## src/rtl/uart_rx_cmd_if.sv

```systemverilog
// rtl/uart_rx_cmd_if.sv - serial input and receive/command outputs of uart_rx_cmd
interface uart_rx_cmd_if;
  logic       i_Rx_Serial;
  logic       o_Rx_DV;
  logic [7:0] o_Rx_Byte;
  logic       o_frame_err;
  logic       o_parity_err;
  logic       o_cmd_query;
  logic [3:0] o_cmd_clear;
  logic       o_cmd_err;

  modport master (
    output i_Rx_Serial,
    input  o_Rx_DV, o_Rx_Byte, o_frame_err, o_parity_err,
    input  o_cmd_query, o_cmd_clear, o_cmd_err
  );

  modport slave (
    input  i_Rx_Serial,
    output o_Rx_DV, o_Rx_Byte, o_frame_err, o_parity_err,
    output o_cmd_query, o_cmd_clear, o_cmd_err
  );
endinterface

```

## src/rtl/uart_rx_cmd.sv

```systemverilog
// rtl/uart_rx_cmd.sv - UART byte receiver with coin-counter command parser (RX_PARITY_EN adds even parity)
module uart_rx_cmd #(
  parameter int CLKS_PER_BIT = 87
) (
  input logic          clk,
  input logic          rst_n,
  uart_rx_cmd_if.slave bus
);

  localparam int            CW   = $clog2(CLKS_PER_BIT) + 1;
  localparam logic [CW-1:0] HALF = CW'(CLKS_PER_BIT / 2);
  localparam logic [CW-1:0] LAST = CW'(CLKS_PER_BIT - 1);

  typedef enum logic [2:0] {IDLE, START, DATA, PARITY, STOP, CLEANUP, WAIT_HIGH} rx_state_t;
  typedef enum logic {P_IDLE, P_CLR} p_state_t;

  logic          rx_meta;
  logic          rx_sync;
  rx_state_t     state;
  logic [CW-1:0] cnt;
  logic [2:0]    bit_idx;
  logic [7:0]    shreg;
  logic          rx_dv;
  logic [7:0]    rx_byte;
  logic          frame_err;
  logic          rx_err;
  p_state_t      pstate;
  logic          cmd_query;
  logic [3:0]    cmd_clear;
  logic          cmd_err;

`ifdef RX_PARITY_EN
  logic          par_bad;
  logic          parity_err;
  assign rx_err           = frame_err | parity_err;
  assign bus.o_parity_err = parity_err;
`else
  assign rx_err           = frame_err;
  assign bus.o_parity_err = 1'b0;
`endif

  assign bus.o_Rx_DV     = rx_dv;
  assign bus.o_Rx_Byte   = rx_byte;
  assign bus.o_frame_err = frame_err;
  assign bus.o_cmd_query = cmd_query;
  assign bus.o_cmd_clear = cmd_clear;
  assign bus.o_cmd_err   = cmd_err;

  // Two-flop synchronizer; resets to the idle-high line level
  always_ff @(posedge clk or negedge rst_n) begin
    if (!rst_n) begin
      rx_meta <= 1'b1;
      rx_sync <= 1'b1;
    end else begin
      rx_meta <= bus.i_Rx_Serial;
      rx_sync <= rx_meta;
    end
  end

  // Receive FSM: mid-bit sampling, registered byte and error pulses
  always_ff @(posedge clk or negedge rst_n) begin
    if (!rst_n) begin
      state      <= IDLE;
      cnt        <= '0;
      bit_idx    <= '0;
      shreg      <= '0;
      rx_dv      <= 1'b0;
      rx_byte    <= 8'h00;
      frame_err  <= 1'b0;
`ifdef RX_PARITY_EN
      par_bad    <= 1'b0;
      parity_err <= 1'b0;
`endif
    end else begin
      rx_dv      <= 1'b0;
      frame_err  <= 1'b0;
`ifdef RX_PARITY_EN
      parity_err <= 1'b0;
`endif
      case (state)
        IDLE: begin
          if (!rx_sync) begin
            state <= START;
            cnt   <= '0;
`ifdef RX_PARITY_EN
            par_bad <= 1'b0;
`endif
          end
        end
        START: begin
          if (cnt == HALF) begin
            cnt <= '0;
            if (!rx_sync) begin
              state   <= DATA;
              bit_idx <= '0;
            end else begin
              state <= IDLE;
            end
          end else begin
            cnt <= cnt + 1'b1;
          end
        end
        DATA: begin
          if (cnt == LAST) begin
            cnt   <= '0;
            shreg <= {rx_sync, shreg[7:1]};
            if (bit_idx == 3'd7) begin
`ifdef RX_PARITY_EN
              state <= PARITY;
`else
              state <= STOP;
`endif
            end else begin
              bit_idx <= bit_idx + 1'b1;
            end
          end else begin
            cnt <= cnt + 1'b1;
          end
        end
`ifdef RX_PARITY_EN
        PARITY: begin
          if (cnt == LAST) begin
            cnt     <= '0;
            par_bad <= (rx_sync != ^shreg);
            state   <= STOP;
          end else begin
            cnt <= cnt + 1'b1;
          end
        end
`endif
        STOP: begin
          if (cnt == LAST) begin
            cnt <= '0;
            if (!rx_sync) begin
              frame_err <= 1'b1;
              state     <= WAIT_HIGH;
`ifdef RX_PARITY_EN
            end else if (par_bad) begin
              parity_err <= 1'b1;
              state      <= CLEANUP;
`endif
            end else begin
              rx_dv   <= 1'b1;
              rx_byte <= shreg;
              state   <= CLEANUP;
            end
          end else begin
            cnt <= cnt + 1'b1;
          end
        end
        CLEANUP: state <= IDLE;
        WAIT_HIGH: begin
          if (rx_sync) state <= IDLE;
        end
        default: state <= IDLE;
      endcase
    end
  end

  // Command parser: one pulse per completed command, one cycle after the byte
  always_ff @(posedge clk or negedge rst_n) begin
    if (!rst_n) begin
      pstate    <= P_IDLE;
      cmd_query <= 1'b0;
      cmd_clear <= 4'h0;
      cmd_err   <= 1'b0;
    end else begin
      cmd_query <= 1'b0;
      cmd_clear <= 4'h0;
      cmd_err   <= 1'b0;
      if (rx_dv) begin
        case (pstate)
          P_IDLE: begin
            if (rx_byte == 8'h51) begin
              cmd_query <= 1'b1;
            end else if (rx_byte == 8'h43) begin
              pstate <= P_CLR;
            end else if (rx_byte != 8'h0D && rx_byte != 8'h0A) begin
              cmd_err <= 1'b1;
            end
          end
          P_CLR: begin
            pstate <= P_IDLE;
            if (rx_byte >= 8'h30 && rx_byte <= 8'h33) begin
              cmd_clear <= 4'b0001 << rx_byte[1:0];
            end else if (rx_byte == 8'h41) begin
              cmd_clear <= 4'b1111;
            end else begin
              cmd_err <= 1'b1;
            end
          end
          default: pstate <= P_IDLE;
        endcase
      end else if (rx_err && pstate == P_CLR) begin
        pstate  <= P_IDLE;
        cmd_err <= 1'b1;
      end
    end
  end

endmodule

```

## src/flat_wrapper.sv

```systemverilog
// flat-port wrapper written by rule: the top's interface ports become plain ports
module uart_rx_cmd_flat 
#(
  parameter int CLKS_PER_BIT = 87
)
  (clk, rst_n, bus_i_Rx_Serial, bus_o_Rx_DV, bus_o_Rx_Byte, bus_o_frame_err, bus_o_parity_err, bus_o_cmd_query, bus_o_cmd_clear, bus_o_cmd_err);
  uart_rx_cmd_if bus_i ();
  input logic clk;
  input logic rst_n;
  input wire logic [$bits(bus_i.i_Rx_Serial)-1:0] bus_i_Rx_Serial;
  output wire logic [$bits(bus_i.o_Rx_DV)-1:0] bus_o_Rx_DV;
  output wire logic [$bits(bus_i.o_Rx_Byte)-1:0] bus_o_Rx_Byte;
  output wire logic [$bits(bus_i.o_frame_err)-1:0] bus_o_frame_err;
  output wire logic [$bits(bus_i.o_parity_err)-1:0] bus_o_parity_err;
  output wire logic [$bits(bus_i.o_cmd_query)-1:0] bus_o_cmd_query;
  output wire logic [$bits(bus_i.o_cmd_clear)-1:0] bus_o_cmd_clear;
  output wire logic [$bits(bus_i.o_cmd_err)-1:0] bus_o_cmd_err;
  assign bus_i.i_Rx_Serial = bus_i_Rx_Serial;
  assign bus_o_Rx_DV = bus_i.o_Rx_DV;
  assign bus_o_Rx_Byte = bus_i.o_Rx_Byte;
  assign bus_o_frame_err = bus_i.o_frame_err;
  assign bus_o_parity_err = bus_i.o_parity_err;
  assign bus_o_cmd_query = bus_i.o_cmd_query;
  assign bus_o_cmd_clear = bus_i.o_cmd_clear;
  assign bus_o_cmd_err = bus_i.o_cmd_err;
  uart_rx_cmd #(.CLKS_PER_BIT(CLKS_PER_BIT)) u_core (.clk(clk), .rst_n(rst_n), .bus(bus_i));
endmodule
```

## config.mk

```make
export PLATFORM = sky130hd
export DESIGN_NAME = uart_rx_cmd_flat
export DESIGN_NICKNAME = d
export VERILOG_FILES = /design/src/rtl/uart_rx_cmd_if.sv /design/src/rtl/uart_rx_cmd.sv /design/src/flat_wrapper.sv
export SDC_FILE = /design/constraint.sdc
export NUM_CORES = 1
export LEC_CHECK = 0
export ABC_AREA = 1
export BUFFER_PORTS_ARGS = -buffer_cell sky130_fd_sc_hd__buf_2
export CORE_UTILIZATION = 63
export CTS_BUF_LIST = sky130_fd_sc_hd__clkbuf_16
export DETAILED_ROUTE_END_ITERATION = 12
export PLACE_DENSITY = 0.85
export SLEW_MARGIN = 10
export SYNTH_ARGS = -nofsm -noshare
export SYNTH_HDL_FRONTEND = slang
export SYNTH_SLANG_ARGS = --single-unit
```

## constraint.sdc

```tcl
create_clock -name clk -period 3.5 [get_ports clk]
set_clock_uncertainty 0.1 [all_clocks]
set_input_delay 0.525 -clock clk [delete_from_list [all_inputs] [get_ports clk]]
set_output_delay 0.525 -clock clk [all_outputs]
set_load 0.05 [all_outputs]
```

; After elaboration in Yosys (flattened, before gate mapping)
; Index checks and enable logic that the tools add are counted.
[op_classes]
add_sub_neg = 2
n_lt_le_gt_ge = 2
n_eq_ne = 20
shifts = 1
mux = 44
bitwise = 1
reduce_logical = 13
[ops]
columns = op, n
row1 = "equality test 8 x 7 -> 1 bit, second input constant", 4
row2 = two-way mux 3 bit, 10
row3 = two-way mux 8 bit, 3
row4 = one-hot mux 8 bit (3 select lines), 1
row5 = two-way mux 1 bit, 20
row6 = two-way mux 4 bit, 4
row7 = "!= test 8 x 4 -> 1 bit, second input constant", 2
row8 = one-hot mux 3 bit (5 select lines), 1
row9 = "!= test 2 x 1 -> 1 bit, second input constant", 5
row10 = "equality test 3 bit, second input constant", 3
row11 = "adder 8 x 1 -> 8 bit, second input constant", 1
row12 = "equality test 8 x 6 -> 1 bit, second input constant", 1
row13 = "greater-or-equal comparator 8 x 6 -> 1 bit, second input constant", 1
row14 = "less-or-equal comparator 8 x 6 -> 1 bit, second input constant", 1
row15 = "!= test 2 bit, second input constant", 3
row16 = one-hot mux 3 bit (2 select lines), 1
row17 = AND reduction 6 bit, 1
row18 = AND reduction 5 bit, 1
row19 = two-way mux 2 bit, 2
row20 = one-hot mux 1 bit (2 select lines), 2
row21 = AND reduction 2 bit, 2
row22 = nonzero test 2 bit, 2
row23 = "left shift 1 x 2 -> 4 bit, first input constant", 1
row24 = "adder 3 x 1 -> 3 bit, second input constant", 1
row25 = other kinds (8), 10
[word_totals]
regBits = 41
in_bits = 3
output_inout_bits = 17
wordCells = 96

; Logic depth before layout (Yosys ltp)
; Gate-level depths: netlist of the first run.
[logic_depth]
depth_word = 7
depth_mapped = 10
mapped_depth_nobuf = 10

; Least setup slack after synthesis of the first run
; OpenSTA, ideal clock, no wires.
[synth_path]
kind = register -> register
from = register u_core.cnt[0]
to = register u_core.rx_byte[5], in the netlist u_core.bus.o_Rx_Byte[5]
setup_time_ps = 119
t_arrival_ps = 1349
required_time_ps = 3281
setup_slack_ps = 1932
path_stages_with_launch = 11
n_path_buf = 1
period_less_slack_ps = 1568
path_cell_list = dfrtp_1 -> inv_1 -> ha_1 -> nand2_2 -> nor3_4 -> nand2_4 -> clkinv_2 -> nand3_4 -> buf_6 -> nand2_2 -> o21ai_2
[synth_between]
elab_chain_cells = 2
[synth_rtl]
columns = element, line_no
row1 = start: declaration, uart_rx_cmd.sv:20  ; logic [CW-1:0] cnt;
row2 = start signal: assignment, uart_rx_cmd.sv:100  ; cnt <= cnt + 1'b1;
row3 = start signal: assignment, uart_rx_cmd.sv:117  ; cnt <= cnt + 1'b1;
row4 = start signal: assignment, uart_rx_cmd.sv:148  ; cnt <= cnt + 1'b1;
row5 = equality test 8 x 7 -> 1 bit, uart_rx_cmd.sv:132  ; if (cnt == LAST) begin
row6 = AND reduction 3 bit (no line), -
row7 = end signal: assignment, uart_rx_cmd.sv:144  ; rx_byte <= shreg;
row8 = end: declaration, uart_rx_cmd.sv:24  ; logic [7:0] rx_byte;
; No other way between the ends.
; A chain may end at the register's enable or synchronous reset.

; Final worst setup path of the first run
[layout_path]
from = register u_core.cnt[0]
to = register u_core.bit_idx[2]
[layout_between]
elab_chain_cells = 3
word_cells_on_any_way = 5
cone_classes = 4 x eq/ne / 1 x reduce/logical
[layout_rtl]
columns = element, line_no
row1 = equality test 8 x 7 -> 1 bit / equality test 8 x 6 -> 1 bit (equally long branches), "uart_rx_cmd.sv:104, uart_rx_cmd.sv:91"
row2 = != test 2 x 1 -> 1 bit (no line), -
row3 = AND reduction 5 bit (no line) (*), -
row4 = end signal: assignment, uart_rx_cmd.sv:114  ; bit_idx <= bit_idx + 1'b1;
row5 = end: declaration, uart_rx_cmd.sv:21  ; logic [2:0] bit_idx;
; Mark *: on every way between the ends. The rest lies on a longest branch, timed or not.

==> metrics.txt, run 1 <==
# fillers=217; Worst Setup EP=u_core.bit_idx[2]; final global-route overflow total=0; Synth Area in Compound Gates=8.90%; Clock Sinks=41; fin cells=326; R2R cell count=9; post-layout minimum cycle time=1900 ps; Avg Cell Area, Syn=8.20 um^2; part of the Yosys area used for sequential elements=48.4%; worst flop-to-flop path startpoint=u_core.cnt[0]; DRC viols=0; CTS tree=done; gpl congestion=0.855; fmax=525 MHz; clock power share=36.5%; register area=1030 um^2; leakage=1.22 nW; first-pass GRT wire length=7.14 mm; Combinational Power Share=24.5%; Seq pwr share=39.0%; Int Pwr=0.936 mW; largest family of logic cells by synthesized area=simple AND/OR/NAND/NOR gates; share of layout cells above drive strength 1=19.5%; CTS clk-pin slew, worst paths=60 ps; Synth Flop Type=dfrtp_1; row cnt=20; Max Cap Viol=0; via/cell ratio=5.38; H-tree depth=2; Distinct cells, synth=27; Hold Violations, Final=0; clk_lat worst skew=280 ps; core area=3130 um^2; Clock Tree Root=clkbuf_16; CTS buffer count=5; Max Fanout on Critical Path=17; vias in the first global route=1,614; syn nets=266; Post-Synth Simple-Gate Area=30.8%; Final Cycle Share=54.4%; crit path launch=u_core.cnt[0]; outcome=complete, no violations; Hold WS=238 ps; Initial Util=67.9%; Net Sw Power=0.464 mW; Mapped Cells=259; die area=3610 um^2; RSZ-0062 raised after global routing=no; commonest non-fill, non-tap cell in the layout=nand2_1; DRT Pass-1 Iters=6; ANT nets after route=0; Inst Count DP=318; Setup violations, final=0; post-CTS sizing=0; VDD IR max=0.448 mV; top cells by area, synth=dfrtp_1, nand2_1, inv_1; Rel. slew slack=41.2%; r2r setup slk=1600 ps; fraction of registers with async set/reset=100%; HP Class=in2reg; antenna diode count=0; Fin Setup TNS=0 ps; final WL=4.35 mm; Die Height=60.1 um; Max clock buf depth=2; Crit Path Category=reg2reg; leading area contributor after synthesis=dfrtp_1; switching share of total power=33.1%; detailed placement HPWL=2.77 mm; largest net degree at the start of global routing=42; Pwr Density=580 nW/um^2; via count=1,753; adder-cell area share of the yosys netlist=2.36%; routed wire length per instance=13.4 um; final-report max-slew violation count=0; Post-synth EDFFs=0; Port Buffer Count=18; synthesis-stage register bit count=41; Post-Syn Area=2120 um^2; setup repair bufs after CTS=0; Chip Width=60.1 um; total track usage=27.5%; R2R Path End=u_core.bit_idx[2]; area of the multi-input gates=923 um^2; Post-Synth XOR/XNOR Area=1.24%; Least-Margin Pin Slew=882 ps; mux cell area share after synthesis=0%; Post-CTS Hold Buffers=0; crit end category=register; initial antenna violation count=0; Ports=20; Synth-to-Final Area Change=13.6%; CP Launch Type=register; Final nets=288; area share of the largest cell type after synthesis=46.0%; CP arrival=1970 ps; DRT iter0 DRCs=119; Worst EP required=3570 ps; commonest non-fill, non-tap cells in the layout=nand2_1, dfrtp_1, inv_1; Ys Warns=0
[state kept, by name, summed over array words and instances, names as in the netlist]
register                flops
u_core.bit_idx              3
u_core.bus.o_cmd_err        1
u_core.bus.o_cmd_clear      4
u_core.rx_meta              1
u_core.state                3
u_core.cnt                  8
u_core.bus.o_cmd_query      1
u_core.bus.o_frame_err      1
u_core.rx_sync              1
u_core.pstate               1
u_core.bus.o_Rx_DV          1
u_core.bus.o_Rx_Byte        8
u_core.shreg                8
[worst min-delay path by stage]
stage                    start           endpoint  slack [ps]  cells past startpoint
2_1_floorplan            rst_n  u_core.bit_idx[0]         130                      0
6_report       bus_i_Rx_Serial     u_core.rx_meta         240                      1
3_5_place_dp    u_core.rx_meta     u_core.rx_sync         250                      0
4_1_cts        bus_i_Rx_Serial     u_core.rx_meta         240                      1
5_1_grt        bus_i_Rx_Serial     u_core.rx_meta         240                      1
3_3_place_gp    u_core.rx_meta     u_core.rx_sync         250                      0
[layer usage]
metal / GRT usage (%) / routed length (um)
met3: 4.76 / 166
met1: 36.4 / 1910
met4: 13.6 / 84
met5: 0 / 0
met2: 43.7 / 2190
[critical path, cell delays in order, from the launching register on]
cell	delay, ps
dfrtp_1	390
inv_1	100
ha_1	170
nand2_2	70
nor3_4	190
nand3_2	310
nand2_2	200
nand3_1	130
nand2_1	80
nand2_1	50
[synth_stat cells (3+ instances only)]
library cell   n
nand4_1        4
o21ai_0        5
nor3_4         3
nand2_1       70
o21ai_2        7
xor2_1         3
dfrtp_1       39
nand2_2        7
o21ai_1       11
ha_1           4
inv_2          5
o211ai_1       3
nor2_1        21
nand3_1       23
nor3_1         4
inv_1         32
a21oi_1        5
[cells by family after synthesis]
kind of cell | Yosys count
adder cells (fa/ha/maj) | 4
other | 1
XOR/XNOR | 3
AO/OA/AOI/OAI | 31
AND/OR/NAND/NOR | 137
buffers and inverters | 42
flip-flops | 41
[stage by stage]
| stage | utilization, % | power (mW) | worst slack [ps] | instance area [um^2] |
|---|---|---|---|---|
| 2_1_floorplan | - | 0.806 | 1930 | 2120 |
| 3_3_place_gp | 71.8 | 0.879 | 1700 | 2240 |
| 3_5_place_dp | 71.8 | 0.886 | 1630 | 2240 |
| 4_1_cts | 77.1 | 1.40 | 1590 | 2410 |
| 5_1_grt | 77.1 | 1.47 | 1390 | 2410 |
| 6_report | 77.1 | 1.40 | 1600 | 2410 |
[power groups by stage]
| stage | sequential [mW] | clock, mW | combinational, mW |
|---|---|---|---|
| after CTS | 0.545 | 0.514 | 0.342 |
| after floorplan | 0.547 | 0 | 0.259 |
| final | 0.546 | 0.511 | 0.343 |
| after global placement | 0.551 | 0 | 0.328 |
| after detailed placement | 0.553 | 0 | 0.333 |
| after global routing | 0.552 | 0.539 | 0.380 |
[final cells by class]
cell class | instances | area share, %
Inverter | 39 | 6.12
Clock inverter | 3 | 1.71
Tap cell | 44 | 2.28
Multi-Input combinational cell | 176 | 38.3
Timing Repair Buffer | 18 | 3.74
Clock buffer | 5 | 5.19
Sequential cell | 41 | 42.7
Power figures use the tool's default switching activity.
==> run 2: changes to the inputs <==
--- a/config.mk
+++ b/config.mk
@@ -7,10 +7,10 @@
 export LEC_CHECK = 0
 export ABC_AREA = 1
 export BUFFER_PORTS_ARGS = -buffer_cell sky130_fd_sc_hd__buf_2
-export CORE_UTILIZATION = 63
+export CORE_UTILIZATION = 53
 export CTS_BUF_LIST = sky130_fd_sc_hd__clkbuf_16
 export DETAILED_ROUTE_END_ITERATION = 12
-export PLACE_DENSITY = 0.85
+export PLACE_DENSITY = 0.76
 export SLEW_MARGIN = 10
 export SYNTH_ARGS = -nofsm -noshare
 export SYNTH_HDL_FRONTEND = slang
==> constraint.sdc (replaced) <==
create_clock -name clk -period 1.56 [get_ports clk]
set_clock_uncertainty 0.1 [all_clocks]
set_input_delay 0.234 -clock clk [delete_from_list [all_inputs] [get_ports clk]]
set_output_delay 0.234 -clock clk [all_outputs]
set_load 0.05 [all_outputs]
==> run 2 against run 1 <==
  * Combinational power grew to 3.4 times the previous value
  * Via count grew 3.3%
  * Routed wire length grew 5.9%
  * Utilization fell by 4.7 points
  * Largest cell class is now multi-input combinational cells
  * Highest routed layer unchanged
==> metrics.txt, run 2 (same netlist as run 1, synthesis figures left out) <==
post-layout minimum cycle time=1560 ps (-348 ps); Hold Crit Start=u_core.rx_meta; CP Launch Type=register; routed wire length per instance=13.1 um (-1.6%); Clock Sinks=41 (unchanged); antenna diode count=0 (unchanged); worst flop-to-flop path startpoint=u_core.cnt[0]; die area=4260 um^2 (+18%); vias in the first global route=1,662 (+3.0%); Max clock buf depth=2 (unchanged); CTS buffer count=5 (unchanged); Setup WS post-layout=4.14 ps (-1590 ps); commonest non-fill, non-tap cell in the layout=nand2_1; Port Buffer Count=18 (unchanged); CP arrival=1680 ps (-290 ps); # fillers=303 (+40%); post-place setup slack=-33.0 ps (-1670 ps); crit path launch=u_core.cnt[0]; CTS clk-pin slew, worst paths=60 ps (about the same); DRT iter0 DRCs=78 (-34%); fmax=643 MHz (+22%); DRT Pass-1 Iters=4 (-2); CTS tree=done; ANT nets after route=0 (unchanged); Chip Width=65.3 um (+8.7%); Initial Util=56.7% (-11 points); Worst EP required=1690 ps (-1880 ps); Clock Tree Root=clkbuf_16; detailed placement HPWL=3.02 mm (+8.9%); share of layout cells above drive strength 1=32.7% (+13 points); outcome=complete, no violations; Worst path slowest cell=dfrtp_1; Post-Place Cell Area=2370 um^2 (+5.5%); via count=1,811 (+3.3%); crit path buf inv count=3 (+2); Hold Violations, Final=0 (unchanged); VDD IR max=0.920 mV (+110%); clk_lat worst skew=280 ps (about the same); critical-path cell list=inv_2, ha_4, nand2_2, nor3_4, nand2_4, inv_4, nand3_4, inv_2, nand2_2, nand2_2; final instance area=2710 um^2 (+12%); commonest non-fill, non-tap cells in the layout=nand2_1, dfrtp_1, inv_1; area of the multi-input gates=1040 um^2 (+12%); H-tree depth=2 (unchanged); Final Cycle Share=99.7% (+45 points); RSZ-0062 raised after global routing=yes; leakage=1.35 nW (+10%); final WL=4.61 mm (+5.9%); crit end category=register; DRC viols=0 (unchanged); initial antenna violation count=0 (unchanged); Crit Path Category=reg2reg; final global-route overflow total=0 (unchanged); slowest cell delay on critical path=400 ps (about the same); register area=1030 um^2 (+0.61%); first-pass GRT wire length=7.41 mm (+3.8%); total track usage=23.0% (-4.5 points); Pwr Density=1320 nW/um^2 (+130%); Die Height=65.3 um (+8.7%); HP Class=reg2reg; Max Fanout on Critical Path=8 (-9); row cnt=22 (+10%); largest net degree at the start of global routing=25 (-40%); core area=3740 um^2 (+20%); Ports=20 (unchanged); Setup violations, final=0 (unchanged); Final nets=309 (+7.3%); most used cell, CP=nand2_2; gpl congestion=0.871 (+1.8%); Final Total Pwr=3.59 mW (+160%); Synth-to-Final Area Change=27.6%; final-report max-slew violation count=0 (unchanged); Max Cap Viol=0 (unchanged); CP delay by family, top=simple AND/OR/NAND/NOR gates; via/cell ratio=5.16 (-4.0%)
## run 2: cell count changes in the layout (fill, tap and decap cells not counted), sizes merged
cell         delta
inv             +3
buf            +18
clkinv          -2
clkinvlp        -1
dlygate4sd3     +2
nand3           +1
## run 2: worst paths after layout
| path | slack, ps | end | depth (start not counted) |
|---|---|---|---|
| setup / recovery | 4 | u_core.bus.o_Rx_Byte[0] | 10 |
| hold / removal | 250 | u_core.rx_sync | 0 |
| setup reg to reg | 4 | u_core.bus.o_Rx_Byte[0] | 10 |
| hold reg to reg | 250 | u_core.rx_sync | 0 |
| max in group asynchronous | 490 | u_core.rx_sync | 3 |
| min in group asynchronous | 320 | u_core.state[2] | 2 |
## run 2: layout make-up
class / count / share of cell area [%]
clock buffers: 5 / 4.62
clock inverters: 3 / 1.43
inverters: 39 / 5.59
multi-input cells: 177 / 38.3
flip-flops and latches: 41 / 38.2
well taps: 48 / 2.22
repair buffers: 38 / 9.65
## run 2: repair_timing
item | 4_1_cts | 5_1_grt
hold buffers | 2 | 0
endpoints found under the setup margin | 13 | 31
setup buffers | 0 | 4
pin swaps | 0 | 6
gates resized for setup | 4 | 30
hold endpoints to repair | 18 | 0
cloned | 1 | 0
## run 2: report_power, final
part | internal, mW | switching, mW | leakage, nW | total, mW
clock | 0.746 | 0.408 | 0.0850 | 1.15
sequential | 1.15 | 0.116 | 0.552 | 1.26
combinational | 0.453 | 0.717 | 0.708 | 1.17
total | 2.34 | 1.24 | 1.35 | 3.59
## run 2: per-stage QoR
step	TNS [ps]	util, %	std cells	hold slack (ps)
2_1_floorplan	0	-	259	-162
3_3_place_gp	-6.46	63.2	336	95.9
3_5_place_dp	-180	63.2	336	104
4_1_cts	0	68.9	347	255
5_1_grt	-1160	72.4	351	257
6_report	0	72.4	351	254
## run 2: per-layer routing
| layer | vias to the layer above | GRT usage, % | share of wire, % | wire, um |
|---|---|---|---|---|
| li1 | 920 | - | - | - |
| met1 | 859 | 29.4 | 45 | 2070 |
| met2 | 27 | 38.4 | 50 | 2320 |
| met3 | 5 | 5.21 | 3.5 | 160 |
| met4 | 0 | 7.61 | 1.3 | 58 |
| met5 | - | 0 | 0 | 0 |
